--- config.mk ---
export PLATFORM = sky130hd
export DESIGN_NAME = mux4_serializer_flat
export DESIGN_NICKNAME = d
export VERILOG_FILES = /design/src/rtl/mux4_serializer_pkg.sv /design/src/rtl/mux4_serializer_if.sv /design/src/rtl/HDMUX4DL.sv /design/src/rtl/mux4_serializer.sv /design/src/flat_wrapper.sv
export SDC_FILE = /design/constraint.sdc
export NUM_CORES = 1
export LEC_CHECK = 0
export ABC_CLOCK_PERIOD_IN_PS = 2200
export BUFFER_PORTS_ARGS = -buffer_cell sky130_fd_sc_hd__buf_2
export CORE_ASPECT_RATIO = 1.2
export CORE_MARGIN = 10
export CORE_UTILIZATION = 50
export DETAILED_ROUTE_END_ITERATION = 10
export GPL_ROUTABILITY_DRIVEN = 1
export PLACE_DENSITY = 0.71
export RECOVER_POWER = 25
export SYNTH_ARGS = -nofsm -noshare
export SYNTH_HDL_FRONTEND = slang
export SYNTH_SLANG_ARGS = --single-unit
--- constraint.sdc ---
create_clock -name CK -period 2.2 [get_ports CK]
set_clock_uncertainty 0.15 [all_clocks]
set_input_delay 0.11 -clock CK [delete_from_list [all_inputs] [get_ports CK]]
set_output_delay 0.11 -clock CK [all_outputs]
set_load 0.02 [all_outputs]
--- src/rtl/mux4_serializer_pkg.sv ---
// Shared definitions for the 4:1 mux serializer.
// Contents:
//   BITS_PER_WORD - number of serial bits emitted per parallel word (4)
//   state_e       - serializer FSM state (IDLE: buffer empty, SHIFT: buffer holds a word)
//   bit_sel()     - maps the running bit counter onto the mux select for a given bit order
//   ptr_inc()     - wrap-around increment for buffer pointers of a given depth
package mux4_serializer_pkg;

  localparam int BITS_PER_WORD = 4;

  typedef enum logic {
    IDLE  = 1'b0,
    SHIFT = 1'b1
  } state_e;

  // LSB-first walks A0..A3; MSB-first walks A3..A0 off the same counter.
  function automatic logic [1:0] bit_sel(input logic [1:0] cnt, input logic msb_first);
    return msb_first ? (2'd3 - cnt) : cnt;
  endfunction

  // Pointers wrap at the configured depth, not at the 2-bit field limit.
  function automatic logic [1:0] ptr_inc(input logic [1:0] ptr, input int depth);
    return (int'(ptr) >= depth - 1) ? 2'd0 : ptr + 2'd1;
  endfunction

endpackage

--- src/rtl/mux4_serializer_if.sv ---
// Bus bundle between the serializer and its neighbours.
// Signals:
//   D[3:0] - parallel word (D[n] feeds mux input An)
//   DV/DR  - upstream valid / ready
//   Q      - registered serial bit
//   QV/QR  - downstream valid / ready
//   QL     - Q is the last bit of its word
//   SL0/1  - current mux select (observation only)
//
// Handshake rule (both sides): a transfer happens on a rising clock edge where
// valid and ready are both 1. The producer holds data steady while valid=1 and
// ready=0; ready never depends combinationally on valid.
// Modports: master = the word source / bit sink, slave = the serializer.
interface mux4_serializer_if;
  logic [3:0] D;
  logic       DV;
  logic       DR;
  logic       Q;
  logic       QV;
  logic       QL;
  logic       QR;
  logic       SL0;
  logic       SL1;

  modport master (
    output D, DV, QR,
    input  DR, Q, QV, QL, SL0, SL1
  );

  modport slave (
    input  D, DV, QR,
    output DR, Q, QV, QL, SL0, SL1
  );
endinterface

--- src/rtl/HDMUX4DL.sv ---
// 4:1 one-bit mux cell.
// Ports:
//   A0..A3 - data inputs
//   S0, S1 - select, {S1,S0} picks An
//   Z      - selected data output
module HDMUX4DL (
  input  logic A0,
  input  logic A1,
  input  logic A2,
  input  logic A3,
  input  logic S0,
  input  logic S1,
  output logic Z
);

  always_comb begin
    Z = A0;
    case ({S1, S0})
      2'd0: Z = A0;
      2'd1: Z = A1;
      2'd2: Z = A2;
      2'd3: Z = A3;
      default: Z = A0;
    endcase
  end

endmodule

--- src/rtl/mux4_serializer.sv ---
// 4-bit parallel to 1-bit serial converter with a small word FIFO in front.
// Words are accepted on DV/DR, buffered (DEPTH entries, legal 1..4), and each
// word is shifted out through a 4:1 mux cell as four registered bits on QV/QR,
// with QL flagging the fourth bit. Consecutive words stream with no bubble.
// Parameters:
//   DEPTH     - buffered words (1..4)
//   MSB_FIRST - 0: bit order A0..A3, 1: bit order A3..A0
// Ports:
//   CK        - clock, rising edge
//   RN        - synchronous active-low reset
//   bus       - serializer side of mux4_serializer_if (D/DV/DR in, Q/QV/QL/QR out, SL0/SL1)
//   dbg_state - current FSM state
module mux4_serializer
  import mux4_serializer_pkg::*;
#(
  parameter int DEPTH     = 2,
  parameter bit MSB_FIRST = 1'b0
) (
  input  logic                CK,
  input  logic                RN,
  mux4_serializer_if.slave    bus,
  output state_e              dbg_state
);

  localparam logic [1:0] LAST_CNT = 2'(BITS_PER_WORD - 1);

  state_e      state_q, state_d;
  logic [1:0]  cnt_q, cnt_d;
  logic        q_q, q_d;
  logic        qv_q, qv_d;
  logic        ql_q, ql_d;
  logic [2:0]  count_q, count_d;
  logic [1:0]  wr_ptr_q, wr_ptr_d;
  logic [1:0]  rd_ptr_q, rd_ptr_d;
  // Four slots always exist; only the first DEPTH are ever addressed.
  logic [3:0]  mem_q [4];
  logic [3:0]  mem_d [4];

  logic        dr;
  logic        push;
  logic        issue;
  logic        last;
  logic        pop;
  logic [1:0]  sel;
  logic [3:0]  head;
  logic        mux_z;

  // DR comes only from the registered count, so it has no path from DV or QR.
  assign dr    = (int'(count_q) < DEPTH);
  assign push  = bus.DV && dr;
  // A new bit may be loaded when the output register is empty or being drained.
  assign issue = (state_q == SHIFT) && (!qv_q || bus.QR);
  assign last  = (cnt_q == LAST_CNT);
  assign pop   = issue && last;
  assign sel   = bit_sel(cnt_q, MSB_FIRST);
  assign head  = mem_q[rd_ptr_q];

  HDMUX4DL u_mux (
    .A0 (head[0]),
    .A1 (head[1]),
    .A2 (head[2]),
    .A3 (head[3]),
    .S0 (sel[0]),
    .S1 (sel[1]),
    .Z  (mux_z)
  );

  // FSM next state.
  always_comb begin
    state_d = state_q;
    case (state_q)
      IDLE:    if (count_q != 3'd0) state_d = SHIFT;
      // Leave only when the final bit of the only buffered word goes out
      // and nothing is arriving to replace it.
      SHIFT:   if (pop && (count_q == 3'd1) && !push) state_d = IDLE;
      default: state_d = IDLE;
    endcase
  end

  // Output register and bit counter.
  always_comb begin
    q_d   = q_q;
    qv_d  = qv_q;
    ql_d  = ql_q;
    cnt_d = cnt_q;
    if (issue) begin
      q_d   = mux_z;
      qv_d  = 1'b1;
      ql_d  = last;
      cnt_d = cnt_q + 2'd1;
    end else if (qv_q && bus.QR) begin
      qv_d = 1'b0;
    end
  end

  // Word FIFO.
  always_comb begin
    mem_d    = mem_q;
    wr_ptr_d = wr_ptr_q;
    rd_ptr_d = rd_ptr_q;
    count_d  = count_q;
    if (push) begin
      mem_d[wr_ptr_q] = bus.D;
      wr_ptr_d        = ptr_inc(wr_ptr_q, DEPTH);
    end
    if (pop) begin
      rd_ptr_d = ptr_inc(rd_ptr_q, DEPTH);
    end
    case ({push, pop})
      2'b10:   count_d = count_q + 3'd1;
      2'b01:   count_d = count_q - 3'd1;
      default: count_d = count_q;
    endcase
  end

  always_ff @(posedge CK) begin
    if (!RN) begin
      state_q  <= IDLE;
      cnt_q    <= 2'd0;
      q_q      <= 1'b0;
      qv_q     <= 1'b0;
      ql_q     <= 1'b0;
      count_q  <= 3'd0;
      wr_ptr_q <= 2'd0;
      rd_ptr_q <= 2'd0;
    end else begin
      state_q  <= state_d;
      cnt_q    <= cnt_d;
      q_q      <= q_d;
      qv_q     <= qv_d;
      ql_q     <= ql_d;
      count_q  <= count_d;
      wr_ptr_q <= wr_ptr_d;
      rd_ptr_q <= rd_ptr_d;
    end
  end

  // Word storage is plain data; the count and pointers decide what is live.
  always_ff @(posedge CK) begin
    mem_q <= mem_d;
  end

  assign bus.DR    = dr;
  assign bus.Q     = q_q;
  assign bus.QV    = qv_q;
  assign bus.QL    = ql_q;
  assign bus.SL0   = sel[0];
  assign bus.SL1   = sel[1];
  assign dbg_state = state_q;

endmodule

--- src/flat_wrapper.sv ---
// flat-port wrapper written by rule: the top's interface ports become plain ports
module mux4_serializer_flat import mux4_serializer_pkg::*;
#(
  parameter int DEPTH     = 2,
  parameter bit MSB_FIRST = 1'b0
)
  (CK, RN, dbg_state, bus_D, bus_DV, bus_QR, bus_DR, bus_Q, bus_QV, bus_QL, bus_SL0, bus_SL1);
  mux4_serializer_if bus_i ();
  input  logic CK;
  input  logic RN;
  output state_e dbg_state;
  input wire logic [$bits(bus_i.D)-1:0] bus_D;
  input wire logic [$bits(bus_i.DV)-1:0] bus_DV;
  input wire logic [$bits(bus_i.QR)-1:0] bus_QR;
  output wire logic [$bits(bus_i.DR)-1:0] bus_DR;
  output wire logic [$bits(bus_i.Q)-1:0] bus_Q;
  output wire logic [$bits(bus_i.QV)-1:0] bus_QV;
  output wire logic [$bits(bus_i.QL)-1:0] bus_QL;
  output wire logic [$bits(bus_i.SL0)-1:0] bus_SL0;
  output wire logic [$bits(bus_i.SL1)-1:0] bus_SL1;
  assign bus_i.D = bus_D;
  assign bus_i.DV = bus_DV;
  assign bus_i.QR = bus_QR;
  assign bus_DR = bus_i.DR;
  assign bus_Q = bus_i.Q;
  assign bus_QV = bus_i.QV;
  assign bus_QL = bus_i.QL;
  assign bus_SL0 = bus_i.SL0;
  assign bus_SL1 = bus_i.SL1;
  mux4_serializer #(.DEPTH(DEPTH), .MSB_FIRST(MSB_FIRST)) u_core (.CK(CK), .RN(RN), .bus(bus_i), .dbg_state(dbg_state));
endmodule
Word-level counts from Yosys, hierarchy flattened --
Cells that the tools add are included.
Storage, ports and cells: bits in registers 29, logic and storage cells 61, input port bits 8, output and inout bits 7
Operators by class: muxes and demuxes 15, reductions and logical operators 14, $add $sub $neg 5, bitwise logic cells 3, $lt $le $gt $ge 6, equality and inequality tests 6
Operators with widths (number):
- $bwmux W16 | 1
- $mux W4 | 3
- $bmux W4 S2 | 1
- $demux W4 S2 | 1
- $logic_and A1 B1 Y1 | 7
- $add A2 B1 Y2 const B | 3
- $eq A2 B2 Y1 const B | 3
- $ge A3 B3 Y1 const B | 2
- $not A2 Y3 | 2
- $pmux W3 S2 | 1
- $eq A2 B1 Y1 const B | 2
- $ge A2 B1 Y1 const B | 2
- $mux W1 | 4
- $mux W2 | 2
- $pmux W1 S4 | 1
- $reduce_bool A2 Y1 | 2
- $add A3 B1 Y3 const B | 1
- $eq A3 B1 Y1 const B | 1
- $lt A3 B1 Y1 const B | 1
- $lt A3 B2 Y1 const B | 1
- $reduce_bool A3 Y1 | 1
- $sub A3 B1 Y3 const B | 1
- $logic_not A1 Y1 | 2
- $logic_not A2 Y1 | 1
- 3 further kinds | 3

Longest topological paths before layout --
depth in word-level cells 8, gate-level depth with buffers 7, gate-level depth less buffers 6

Hierarchy --
Synthesis repeated with hierarchy kept, for this count alone.
Unflattened totals: cells, all modules 105, area total of the unflattened synthesis 1333.8 sq um
Modules (own cells, without submodules):
- mux4_serializer | area each 1311.3 sq um, instances 1, cells each 104, sequential area each 740.7 sq um
- HDMUX4DL | area each 22.5 sq um, instances 1, cells each 1, sequential area each 0.0 sq um

Worst setup path after synthesis --
Ideal clock, no wire load.
kind flip-flop to flip-flop, start reg u_core.cnt_q[0], end reg u_core.count_q[2], path slack 0.143 ns, arrival 1.832 ns, buffers on the path 1, period minus slack after synthesis 2.057 ns, cell stages (with the launch flop) 7, required time 1.974 ns, setup time 0.076 ns, path through dfxtp_1 ha_1 and3_1 clkbuf_1 ha_1 or3_1 a21boi_0
On the way: longest elaborated chain between the ends 4, elaborated cells on any way between the ends 6, those cells by class 3 x eq/ne; 1 x mux; 2 x reduce/logical
RTL lines:
- start, declared | RTL line mux4_serializer.sv:28 | logic [1:0] cnt_q, cnt_d;
- start signal, assigned | RTL line mux4_serializer.sv:128 | cnt_q <= cnt_d;
- $eq A2 B2 Y1 (*) | RTL line mux4_serializer.sv:53 | assign last = (cnt_q == LAST_CNT);
- net u_core.last | RTL line mux4_serializer.sv:42 | logic last;
- $logic_and A1 B1 Y1 (*) | RTL line mux4_serializer.sv:54 | assign pop = issue && last;
- net u_core.pop | RTL line mux4_serializer.sv:43 | logic pop;
- $eq A2 B1 Y1 / $eq A2 B2 Y1 (equally long branches) | RTL line mux4_serializer.sv:109 | case ({push, pop})
- $pmux W3 S2 / $reduce_bool A2 Y1 (equally long branches)
- end signal, assigned | RTL line mux4_serializer.sv:132 | count_q <= count_d;
- end, declared | RTL line mux4_serializer.sv:32 | logic [2:0] count_q, count_d;
The timed path passes the listed nets; every way through them passes the cells marked *. A chain may end at the register's enable or synchronous reset.

Final worst setup path --
start reg u_core.cnt_q[0], end reg u_core.count_q[2]
On the way: longest elaborated chain between the ends 4, elaborated cells on any way between the ends 6, those cells by class 3 x eq/ne; 1 x mux; 2 x reduce/logical
RTL lines (RTL line):
- $eq A2 B2 Y1 (*) | mux4_serializer.sv:53
- net u_core.last | mux4_serializer.sv:42
- $logic_and A1 B1 Y1 (*) | mux4_serializer.sv:54
- $eq A2 B1 Y1 / $eq A2 B2 Y1 (equally long branches) | mux4_serializer.sv:109
- $pmux W3 S2 / $reduce_bool A2 Y1 (equally long branches)
Marks and branches as above.

==> metrics.yaml <==
post_synth_mux_area_share_pct: 7.862
finalInstanceArea_sq_um: 1653
clock_sinks: 29
netlist.area_leader.share_pct: 33.92
grt_pass1_wl_mm: 4.043
initial_core_util_pct: 51.34
synth-compound-area-share_pct: 8.039
die_outline_area_sq_um: 5370
filler_cell_count: 245
yosys-top-cells-area: "sky130_fd_sc_hd__edfxtp_1, sky130_fd_sc_hd__dfxtp_1, sky130_fd_sc_hd__ha_1, sky130_fd_sc_hd__mux2i_1, sky130_fd_sc_hd__and2_1"
cp_slowest_stage_delay_ns: 0.43
worst_ir_drop_vdd_v: 0.0005325
cts_setup_buffers: 0
final_nets: 166
path_max_fanout: 5
die_y_um: 78.30
worst_setup_hold_path_clk_slew_ns: 0.09
vias_per_cell: 5.129
grt_use_total_pct: 10.04
portBuffers: 14
clkLatencyLatePin_ns: 0.32
finalHoldViolations: 0
crit_slowest_cell: "sky130_fd_sc_hd__dfxtp_1"
routed-via-count: 913
synth_xor_area_share_pct: 1.855
layout_worst_path_cycle_share_pct: 85.76
synth_nets: 140
place_area_sq_um: 1533
row_count: 21
remaining_drc_errors: 0
worstPathRequired_ns: 2.29
drt_pass1_iterations: 4
power.static_leakage_uw: 0.0006279
cellPowerDensity_nw_per_um2: 769.2
critical_path_buf_inv_count: 0
detailedRoute.firstIterationViolations: 20
crit_type: "register to register"
path_delay_family: "simple AND/OR/NAND/NOR gates"
htree_levels: 2
synth_area_leader_cell: "sky130_fd_sc_hd__edfxtp_1"
achievable-frequency_mhz: 530.1
cts_max_path_buffers: 2
yosys_cell_types: 30
grt_setup_unrepaired: "false"
grt_antenna_before_repair: 0
antenna_violating_nets_post_route: 0
synth-seq-area-share_pct: 52.30
synthesis.area_sq_um: 1416
setup-tns-final_ns: 0
cp-start-kind: "register"
max_slew_violation_count: 0
design_power_total_uw: 1271
syn2layout_area_growth_pct: 16.70
diodes: 0
timing.hold.worst.class: "input port to register"
outcome: "completed"
largest_net_degree_at_the_start_of_global_routing: 14
drv_cap: 0
post_drt_wl_per_cell_um: 13.60
grt_remaining_overflow: 0
dp.final_hpwl_mm: 1.866
crit_path_cell_trace: "ha_1 > and3_1 > ha_1 > or3_1 > a21boi_0"
syn_avg_cell_area_sq_um: 12.11
final-setup-viol-count: 0
clock_tree_from_tritoncts: "built"
syn_inst_count: 117
ys_ff_latch: 29
drive_gt1_share_pct: 15.97
cts_root_buffer: "sky130_fd_sc_hd__clkbuf_4"
core_area_sq_um: 2759
io-pin-count: 15
ys_warn_count: 0
combinational_family_with_the_most_area_after_synthesis: "adder cells"
cts-buffers-inserted: 5
worst-slew-pin-transition_ns: 0.3840
gp_congestion: 0.7733
timing.critical_path.mode_cell: "sky130_fd_sc_hd__ha_1"
simple_gate_share_of_the_synthesized_area_pct: 12.19
synthAdderAreaFrac_pct: 13.25
timing.critical_path.to_type: "register"
grt_pass1_vias: 950
worst-endpoint-arrival_ns: 1.98
timing.final.crit_period_ns: 1.887
final_non_filler_cell_total: 178
wirelength_mm: 2.420
die-width_um: 68.59
maxSlewHeadroom_pct: 74.36
placed_cells_incl_taps: 165
timing repair:
item	in CTS	in global routing
gates resized for setup	0	0
hold endpoints to repair	29	0
hold buffers	5	0
area by class of cell:
cell class	instances	area, sq um	area share [%]
clock buffer	6	41.29	2.498
multi-input combinational	73	611.8	37.02
inverter	12	45.04	2.725
tap	34	42.54	2.574
clock inverter	2	33.78	2.044
timing repair buffer	22	137.6	8.327
sequential	29	740.7	44.81
flip-flops by register name, summed over array words and instances, names as in the netlist:
name,cells
u_core.mem_q,16
u_core.count_q,3
u_core.cnt_q,2
u_core.rd_ptr_q,2
u_core.wr_ptr_q,2
u_core.bus.Q,1
u_core.bus.QL,1
u_core.bus.QV,1
u_core.dbg_state,1
per-layer routing:
metal  global-route usage (%)  routed length [um]  up-vias
li1                         -                   -      461
met1                    10.19                 989      432
met2                    16.45                1243       14
met3                    4.972                 137        6
met4                    4.839                  48        0
met5                        0                   0        -
cell usage after synthesis, drive strengths merged:
| library cell | instances |
|---|---|
| nand2 | 6 |
| o2111ai | 1 |
| mux4 | 1 |
| o41ai | 1 |
| nor2 | 2 |
| xnor2 | 3 |
| nor2b | 3 |
| o21a | 1 |
| inv | 12 |
| clkbuf | 2 |
| nor3 | 2 |
| o32ai | 2 |
| and2 | 7 |
| a32oi | 1 |
| dfxtp | 13 |
| mux2 | 1 |
| and3 | 2 |
| a21oi | 3 |
| edfxtp | 16 |
| nand2b | 3 |
| buf | 1 |
| a21boi | 5 |
| nor3b | 1 |
| mux2i | 7 |
| o21ai | 2 |
| ha | 15 |
| or3 | 1 |
| nand3 | 3 |
placed cells by master, fill, tap and decap left out, types with 2 or more instances in the layout:
master                          synthesis  routed
sky130_fd_sc_hd__nand3_1                3       3
sky130_fd_sc_hd__nor3_1                 2       2
sky130_fd_sc_hd__nor2_1                 2       2
sky130_fd_sc_hd__edfxtp_1              16      16
sky130_fd_sc_hd__mux2i_1                7       7
sky130_fd_sc_hd__o32ai_1                2       2
sky130_fd_sc_hd__dfxtp_1               13      13
sky130_fd_sc_hd__nor2b_1                3       3
sky130_fd_sc_hd__a21oi_1                3       3
sky130_fd_sc_hd__nand2_1                6       6
sky130_fd_sc_hd__a21boi_0               5       5
sky130_fd_sc_hd__inv_1                 11      11
sky130_fd_sc_hd__ha_1                  15      15
sky130_fd_sc_hd__clkbuf_4               0       5
sky130_fd_sc_hd__dlygate4sd3_1          0       5
sky130_fd_sc_hd__clkbuf_1               2       5
sky130_fd_sc_hd__nand2b_1               3       3
sky130_fd_sc_hd__buf_2                  0      10
sky130_fd_sc_hd__and2_1                 7       7
sky130_fd_sc_hd__xnor2_1                3       3
sky130_fd_sc_hd__o21ai_0                2       2
sky130_fd_sc_hd__buf_4                  0       3
worst min-delay path: stages:
cell                       delay [ns]
sky130_fd_sc_hd__buf_2           0.07
sky130_fd_sc_hd__nand2b_1        0.20
sky130_fd_sc_hd__a21boi_0        0.12
power by group:
| group | switching (uW) | internal [uW] |
|---|---|---|
| logic | 119 | 92.0 |
| clock network | 177 | 236 |
| registers | 32.2 | 614 |
metrics by stage:
stage | setup WS (ns) | util, % | hold slack, ns
after detailed placement | 0.3306 | 55.56 | 0.1755
final | 0.3134 | 59.91 | 0.07643
after CTS | 0.2977 | 60.09 | 0.04263
after floorplan | 0.1429 | - | 0.05887
after global placement | 0.4086 | 55.56 | 0.1701
after global routing | 0.1660 | 59.91 | 0.1059
logic make-up after synthesis:
| kind of cell | count (synthesis) |
|---|---|
| compound gates | 16 |
| xor+xnor | 3 |
| mux | 9 |
| fa+ha+maj | 15 |
| flops | 29 |
| simple gates | 30 |
| buf+inv | 15 |
path summary, 6_finish.rpt:
path / from / cells past startpoint / endpoint / slack, ns
setup / recovery: u_core.cnt_q[0] / 5 / u_core.count_q[2] / 0.31
hold / removal: bus_QR / 3 / u_core.bus.QV / 0.08
setup reg to reg: u_core.cnt_q[0] / 5 / u_core.count_q[2] / 0.31
hold reg to reg: u_core.wr_ptr_q[1] / 2 / u_core.wr_ptr_q[1] / 0.37
No activity file was read; power rests on OpenSTA's default activity.
